<file path="src/rtl/knightrider_pkg.sv">
// Shared types and constants for the knight-rider sequencing controller.
package knightrider_pkg;

  typedef enum logic {
    DIR_LEFT  = 1'b0,
    DIR_RIGHT = 1'b1
  } dir_t;

  localparam int LED_W   = 10;
  localparam int IDX_MAX = 9;

endpackage

</file>
<file path="src/rtl/debounce.sv">
// Button debouncer: the accepted level follows the input only after it has
// held a new value for DEBOUNCE consecutive cycles; rise marks a 0->1 acceptance.
module debounce #(
  parameter int DEBOUNCE = 500_000
) (
  input  logic CLK,
  input  logic CLEAR,
  input  logic in,
  output logic out,
  output logic rise
);

  localparam int CW = (DEBOUNCE > 1) ? $clog2(DEBOUNCE) : 1;

  logic [CW-1:0] cnt_q, cnt_d;
  logic          lvl_q, lvl_d;
  logic          accept;

  assign accept = (in != lvl_q) && (cnt_q == CW'(DEBOUNCE - 1));

  always_comb begin
    lvl_d = lvl_q;
    cnt_d = '0;
    if (in != lvl_q) begin
      if (accept) lvl_d = in;
      else        cnt_d = cnt_q + CW'(1);
    end
  end

  always_ff @(posedge CLK) begin
    if (!CLEAR) begin
      cnt_q <= '0;
      lvl_q <= 1'b0;
    end else begin
      cnt_q <= cnt_d;
      lvl_q <= lvl_d;
    end
  end

  // rise coincides with the edge that updates the level, so a request can be
  // latched downstream without an extra cycle of delay.
  assign out  = lvl_q;
  assign rise = accept & in;

endmodule

</file>
<file path="src/rtl/knightrider_ctrl.sv">
// Knight-rider sequencing controller: generates STEP/UP for the LED counter,
// tracks the expected lit position and flags read-back mismatches.
module knightrider_ctrl
  import knightrider_pkg::*;
#(
  parameter int PRESCALE = 2_500_000,
  parameter int DEBOUNCE = 500_000
) (
  input  logic             CLK,
  input  logic             CLEAR,
  input  logic             RUN,
  input  logic [1:0]       SPEED,
  input  logic             REV_BTN,
  input  logic [LED_W-1:0] POS,
  output logic             STEP,
  output logic             UP,
  output logic [3:0]       IDX,
  output logic             ERR
);

  localparam int CNT_W = $clog2(PRESCALE * 8 + 1);

  function automatic logic [CNT_W-1:0] period_of(input logic [1:0] spd);
    return CNT_W'(PRESCALE) << (2'd3 - spd);
  endfunction

  logic             run_s1_q, run_s2_q;
  logic [1:0]       spd_s1_q, spd_s2_q;
  logic             rev_s1_q, rev_s2_q;
  logic [LED_W-1:0] pos_s1_q, pos_s2_q;

  logic [CNT_W-1:0] cnt_q, cnt_d;
  logic [CNT_W-1:0] period_q, period_d;
  logic             step_q, step_d;
  logic [3:0]       idx_q, idx_d;
  dir_t             state_q, state_d;
  logic             rev_q, rev_d;
  logic             err_q, err_d;

  logic             tc;
  logic             chk_now;
  logic             rev_lvl, rev_rise;

  // ---- input synchronisers ----
  always_ff @(posedge CLK) begin
    if (!CLEAR) begin
      run_s1_q <= 1'b0;
      run_s2_q <= 1'b0;
      spd_s1_q <= 2'd0;
      spd_s2_q <= 2'd0;
      rev_s1_q <= 1'b0;
      rev_s2_q <= 1'b0;
      pos_s1_q <= '0;
      pos_s2_q <= '0;
    end else begin
      run_s1_q <= RUN;
      run_s2_q <= run_s1_q;
      spd_s1_q <= SPEED;
      spd_s2_q <= spd_s1_q;
      rev_s1_q <= REV_BTN;
      rev_s2_q <= rev_s1_q;
      pos_s1_q <= POS;
      pos_s2_q <= pos_s1_q;
    end
  end

  debounce #(
    .DEBOUNCE(DEBOUNCE)
  ) u_rev_db (
    .CLK  (CLK),
    .CLEAR(CLEAR),
    .in   (rev_s2_q),
    .out  (rev_lvl),
    .rise (rev_rise)
  );

  // ---- prescaler, position and checker ----
  assign tc      = run_s2_q && (cnt_q == '0);
  assign chk_now = (cnt_q == period_q - CNT_W'(4));

  always_comb begin
    cnt_d    = cnt_q;
    period_d = period_q;
    idx_d    = idx_q;
    step_d   = tc;
    if (run_s2_q) begin
      if (tc) begin
        period_d = period_of(spd_s2_q);
        cnt_d    = period_of(spd_s2_q) - CNT_W'(1);
        idx_d    = (state_q == DIR_LEFT) ? idx_q + 4'd1 : idx_q - 4'd1;
      end else begin
        cnt_d = cnt_q - CNT_W'(1);
      end
    end
    err_d = err_q | (chk_now && (pos_s2_q != (LED_W'(1) << idx_q)));
    // A request landing on the consuming cycle survives for the next step.
    rev_d = (rev_q & ~step_q) | (rev_rise & ~rev_lvl);
  end

  // ---- direction FSM: evaluated one cycle after the step, on the new IDX ----
  always_comb begin
    state_d = state_q;
    if (step_q) begin
      if (idx_q == 4'(IDX_MAX))  state_d = DIR_RIGHT;
      else if (idx_q == 4'd0)    state_d = DIR_LEFT;
      else if (rev_q)            state_d = (state_q == DIR_LEFT) ? DIR_RIGHT : DIR_LEFT;
    end
  end

  always_ff @(posedge CLK) begin
    if (!CLEAR) begin
      cnt_q    <= period_of(2'd0) - CNT_W'(1);
      period_q <= period_of(2'd0);
      step_q   <= 1'b0;
      idx_q    <= 4'd0;
      state_q  <= DIR_LEFT;
      rev_q    <= 1'b0;
      err_q    <= 1'b0;
    end else begin
      cnt_q    <= cnt_d;
      period_q <= period_d;
      step_q   <= step_d;
      idx_q    <= idx_d;
      state_q  <= state_d;
      rev_q    <= rev_d;
      err_q    <= err_d;
    end
  end

  assign STEP = step_q;
  assign UP   = state_q;
  assign IDX  = idx_q;
  assign ERR  = err_q;

endmodule

</file>
<file path="config.mk">
export PLATFORM = sky130hd
export DESIGN_NAME = knightrider_ctrl
export DESIGN_NICKNAME = d
export VERILOG_FILES = /design/src/rtl/knightrider_pkg.sv /design/src/rtl/debounce.sv /design/src/rtl/knightrider_ctrl.sv
export SDC_FILE = /design/constraint.sdc
export NUM_CORES = 1
export LEC_CHECK = 0
export CORE_MARGIN = 4
export CORE_UTILIZATION = 25
export DETAILED_ROUTE_END_ITERATION = 8
export GPL_ROUTABILITY_DRIVEN = 0
export PLACE_DENSITY = 0.45
export RECOVER_POWER = 25
export SLEW_MARGIN = 20
export SYNTH_ARGS = -nofsm -noshare
export SYNTH_HDL_FRONTEND = slang
export SYNTH_HIERARCHICAL = 1
export SYNTH_SLANG_ARGS = --single-unit
</file>
<file path="constraint.sdc">
create_clock -name CLK -period 3 [get_ports CLK]
set_input_delay 0.6 -clock CLK [delete_from_list [all_inputs] [get_ports CLK]]
set_output_delay 0.6 -clock CLK [all_outputs]
set_load 0.01 [all_outputs]
</file>
==> impl_results.md <==
* Status: completed
* Final instance area at just under 6000 sq um
* Die area at approximately 23000 sq um
* Post-route ant nets at 0
* Post-Synth Adder-Cell Area at under 10%
* # setup viols final at 0
* WP data required at 3280 ps
* CP endpoint: ERR$_SDFF_PN0_
* Largest family of logic cells by synthesized area: simple AND/OR/NAND/NOR gates
* Total gr overflow at 0
* Largest stage delay, worst path at around 520 ps
* Comb pwr share at 3.3%
* Clock transition at path regs at ~70 ps
* Buf+Inv Stages, Crit Path at 1
* First-pass GRT wire length at 20900 microns
* # DRC at 0
* Final nets at 624
* Starting Density at 25.78%
* Core region area at between 15000 and 20000 sq um
* Top_reg_cell synth: dfxtp_1
* RSZ-0062 raised after global routing: false
* CP Max Fanout at 8
* Number of DRC markers in iteration 0 at around 310
* Max_cap viols at 0
* Worst skew pair latency at between 300 and 400 ps
* VDD IR-drop max at about 0.34 mV
* Arr. time, crit path at 2800 ps
* Detailed Place HPWL at 9598 microns
* Post-synthesis simple-gate area fraction at ~30%
* Total wire length at 13070 microns
* Fillers at about 2100
* Port bufs at 22
* Multi-input gate area at approximately 3000 sq um
* Area contributors post-synth: dfxtp_1 37%, xnor2_1 5.2%, nand2_1 3.9%
* XOR/XNOR Fraction of Synth Area at 8.097%
* Ratio of cells with drive above 1 in the final layout at between 10% and 20%
* #FFs+latches synth at between 90 and 100
* Clk_skew at roughly 10 ps
* Sequential area share after synthesis at a little over a third
* Sw Pwr at around 600 uW
* R2R Path End: ERR$_SDFF_PN0_
* TritonCTS clock tree: built
* R2r startpoint: period_q[17]$_SDFFE_PN0P_
* Period utilization at 83.72%
* Top delay family on crit path: simple AND/OR/NAND/NOR gates
* Static leakage at ~2.0 nW
* Minimum clock period at around 2500 ps
* Reg area at 1862 sq um
* Worst Setup End Kind: register
* Initial antenna violation count at 0
* Int Power at roughly 2 mW
* Drt wl/cell at roughly 15 microns
* Overall routing resource usage at 11.72%
* Syn Inst Count at approximately 590
* EDFF count, synth at 0
* Fin Hold WS at about 430 ps
* Ant diodes at 0
* Ports at 23
* Syn nets at ~620
* Async set-or-reset flop fraction in the synthesized netlist at 0%
* Vias at 4233
* Mux contribution to synthesized area at less than 1%
* Final count of hold timing violations at 0
* Chip Width at 150.6 microns
* DR pass1 iterations at 5
* Vias in the first global route at just under 4000
* Crit path cell chain: inv_1 > ha_1 > or4b_4 > nor4b_1 > nand4_1 > a31oi_1 > o2111ai_1 > o21ai_1
* Die Ht at roughly 150 microns
* Placed cell areas at around 5500 sq um
* H-tree depth at 3
* Number of vias per cell at between 4 and 5
* Clock network fraction of total power at 48.7%
* Max Freq at ~400 MHz
* Setup Fix Bufs, Post-CTS at 0
* Clk root buf: clkbuf_16
* Max stage delay cell, worst path: or4b_4
* Worst Reg-to-Reg Cells at 8
* Worst hold path type: reg -> reg
* Layout Utilization at about 29%
* Max Root-Sink Buffers at 2
* Area Overhead vs Synth at 14.35%
* Setup CP Type: reg -> reg
* Syn avg cell area at 8.646 sq um
* Slew HR at 29.84%
* Largest area contributor in the netlist: dfxtp_1
* Crit. path cell count at 8
* Synth Area in Compound Gates at between 15 and 20%
* Sequential share of power at just under 50%
* Setup tns final at 0 ps
* Clk sinks at slightly above 90
* Mapped cell area at 5084 sq um
* Register-to-Register Setup Slack at approximately 490 ps
* Post-synth top area share at between 30% and 40%
* Yosys warns at 6
* Cts repair resizes at 0
* Critical Path Source: period_q[17]$_SDFFE_PN0P_
* Pin count of the biggest net entering global routing at 57
* CTS Buf Count at 9
* Setup crit start kind: register
* P per Cell Area at approximately 450 nW/um^2
* Distinct cells, synth at 79
* Worst-margin pin slew at 1052 ps
* Switching share of power at between 20% and 30%
* Placement Rows at 51
* Max Slew Vio Count at 0
* Hold Buf Count CTS at 0
## worst min-delay path by stage
stage / start / endpoint / slack, ps / cells past startpoint
after global routing: rev_s1_q$_SDFF_PN0_ / rev_s2_q$_SDFF_PN0_ / 450 / 1
after global placement: rev_s1_q$_SDFF_PN0_ / rev_s2_q$_SDFF_PN0_ / 410 / 1
final: spd_s1_q[0]$_SDFF_PN0_ / spd_s2_q[0]$_SDFF_PN0_ / 430 / 1
after floorplan: pos_s1_q[0]$_SDFF_PN0_ / pos_s2_q[0]$_SDFF_PN0_ / 410 / 1
after detailed placement: spd_s1_q[0]$_SDFF_PN0_ / spd_s2_q[0]$_SDFF_PN0_ / 420 / 1
after CTS: spd_s1_q[0]$_SDFF_PN0_ / spd_s2_q[0]$_SDFF_PN0_ / 430 / 1
## logic make-up after synthesis
family,count (synthesis)
flip-flops,93
buffers and inverters,50
AND/OR/NAND/NOR,256
adder cells (fa/ha/maj),12
multiplexers,3
XOR/XNOR,47
AO/OA/AOI/OAI,127
## per-stage QoR
stage          power (mW)  instances  worst slack, ps
2_1_floorplan       1.344        588            710.2
3_3_place_gp        1.381        850            548.8
3_5_place_dp        1.381        850            503.9
4_1_cts             2.676        866            497.4
5_1_grt             2.731        866            286.3
6_report            2.631        866            488.5
## synthesized netlist by cell type, drive strengths merged, types with 6 or more instances
cell / instances
nand2: 53
or4: 6
xor2: 17
and4: 7
nor4: 9
nand3: 15
dfxtp: 93
clkbuf: 24
buf: 7
nor3: 19
nand4: 14
nor3b: 7
xnor2: 30
a211oi: 7
or3: 8
ha: 11
and2: 28
nor2: 44
inv: 19
nand4b: 7
o21ai: 27
a31oi: 9
a21oi: 35
## layout make-up
cell class / count / area share, %
clock buffer: 9 / 3.874
timing repair buffer: 28 / 4.412
multi-input combinational: 445 / 50.93
inverter: 19 / 1.227
tap: 265 / 5.704
sequential: 93 / 32.03
clock inverter: 7 / 1.830
## flip-flops by register name (all words and copies together) (netlist names)
register        count
ERR                 1
IDX                 4
STEP                1
UP                  1
cnt_q              25
period_q           12
pos_s1_q           10
pos_s2_q           10
rev_q               1
rev_s1_q            1
rev_s2_q            1
run_s1_q            1
run_s2_q            1
spd_s1_q            2
spd_s2_q            2
u_rev_db/cnt_q     19
u_rev_db/out        1
## worst reg2reg max path: stages (launching register included)
cell and delay (ps):
dfxtp_1 410, inv_1 100, ha_1 270, or4b_4 520, nor4b_1 500, nand4_1 140
a31oi_1 220, o2111ai_1 130, o21ai_1 150
## power groups by stage
stage                     registers (mW)  clock network (mW)  logic (mW)
after floorplan                     1.29                   0      0.0551
after global placement              1.29                   0      0.0879
after detailed placement            1.29                   0      0.0883
after CTS                           1.26                1.32      0.0886
after global routing                1.27                1.37      0.0962
final                               1.26                1.28      0.0864
## metal layers
metal | vias to the layer above | GRT usage [%] | routed length, microns | part of all wire [%]
li1 | 2145 | - | - | -
met4 | 0 | 3.128 | 153 | 1.2
met2 | 67 | 18.05 | 5848 | 45
met3 | 11 | 2.529 | 427 | 3.3
met1 | 2010 | 16.60 | 6641 | 51
met5 | - | 0 | 0 | 0
## layout by cell type (no fill, tap or decap), types with 8 or more instances in the layout
cell type        count
a21oi_1             35
a31oi_1              9
and2_1              22
clkbuf_16            9
clkdlybuf4s50_1     21
dfxtp_1             93
ha_1                11
inv_1               19
nand2_1             53
nand3_1             15
nand4_1             14
nor2_1              34
nor2_2              10
nor3_1              17
nor4_1               8
o21ai_0             26
or3_1                8
xnor2_1             30
xor2_1              17
Note: power is estimated with default switching activity, not from simulation.
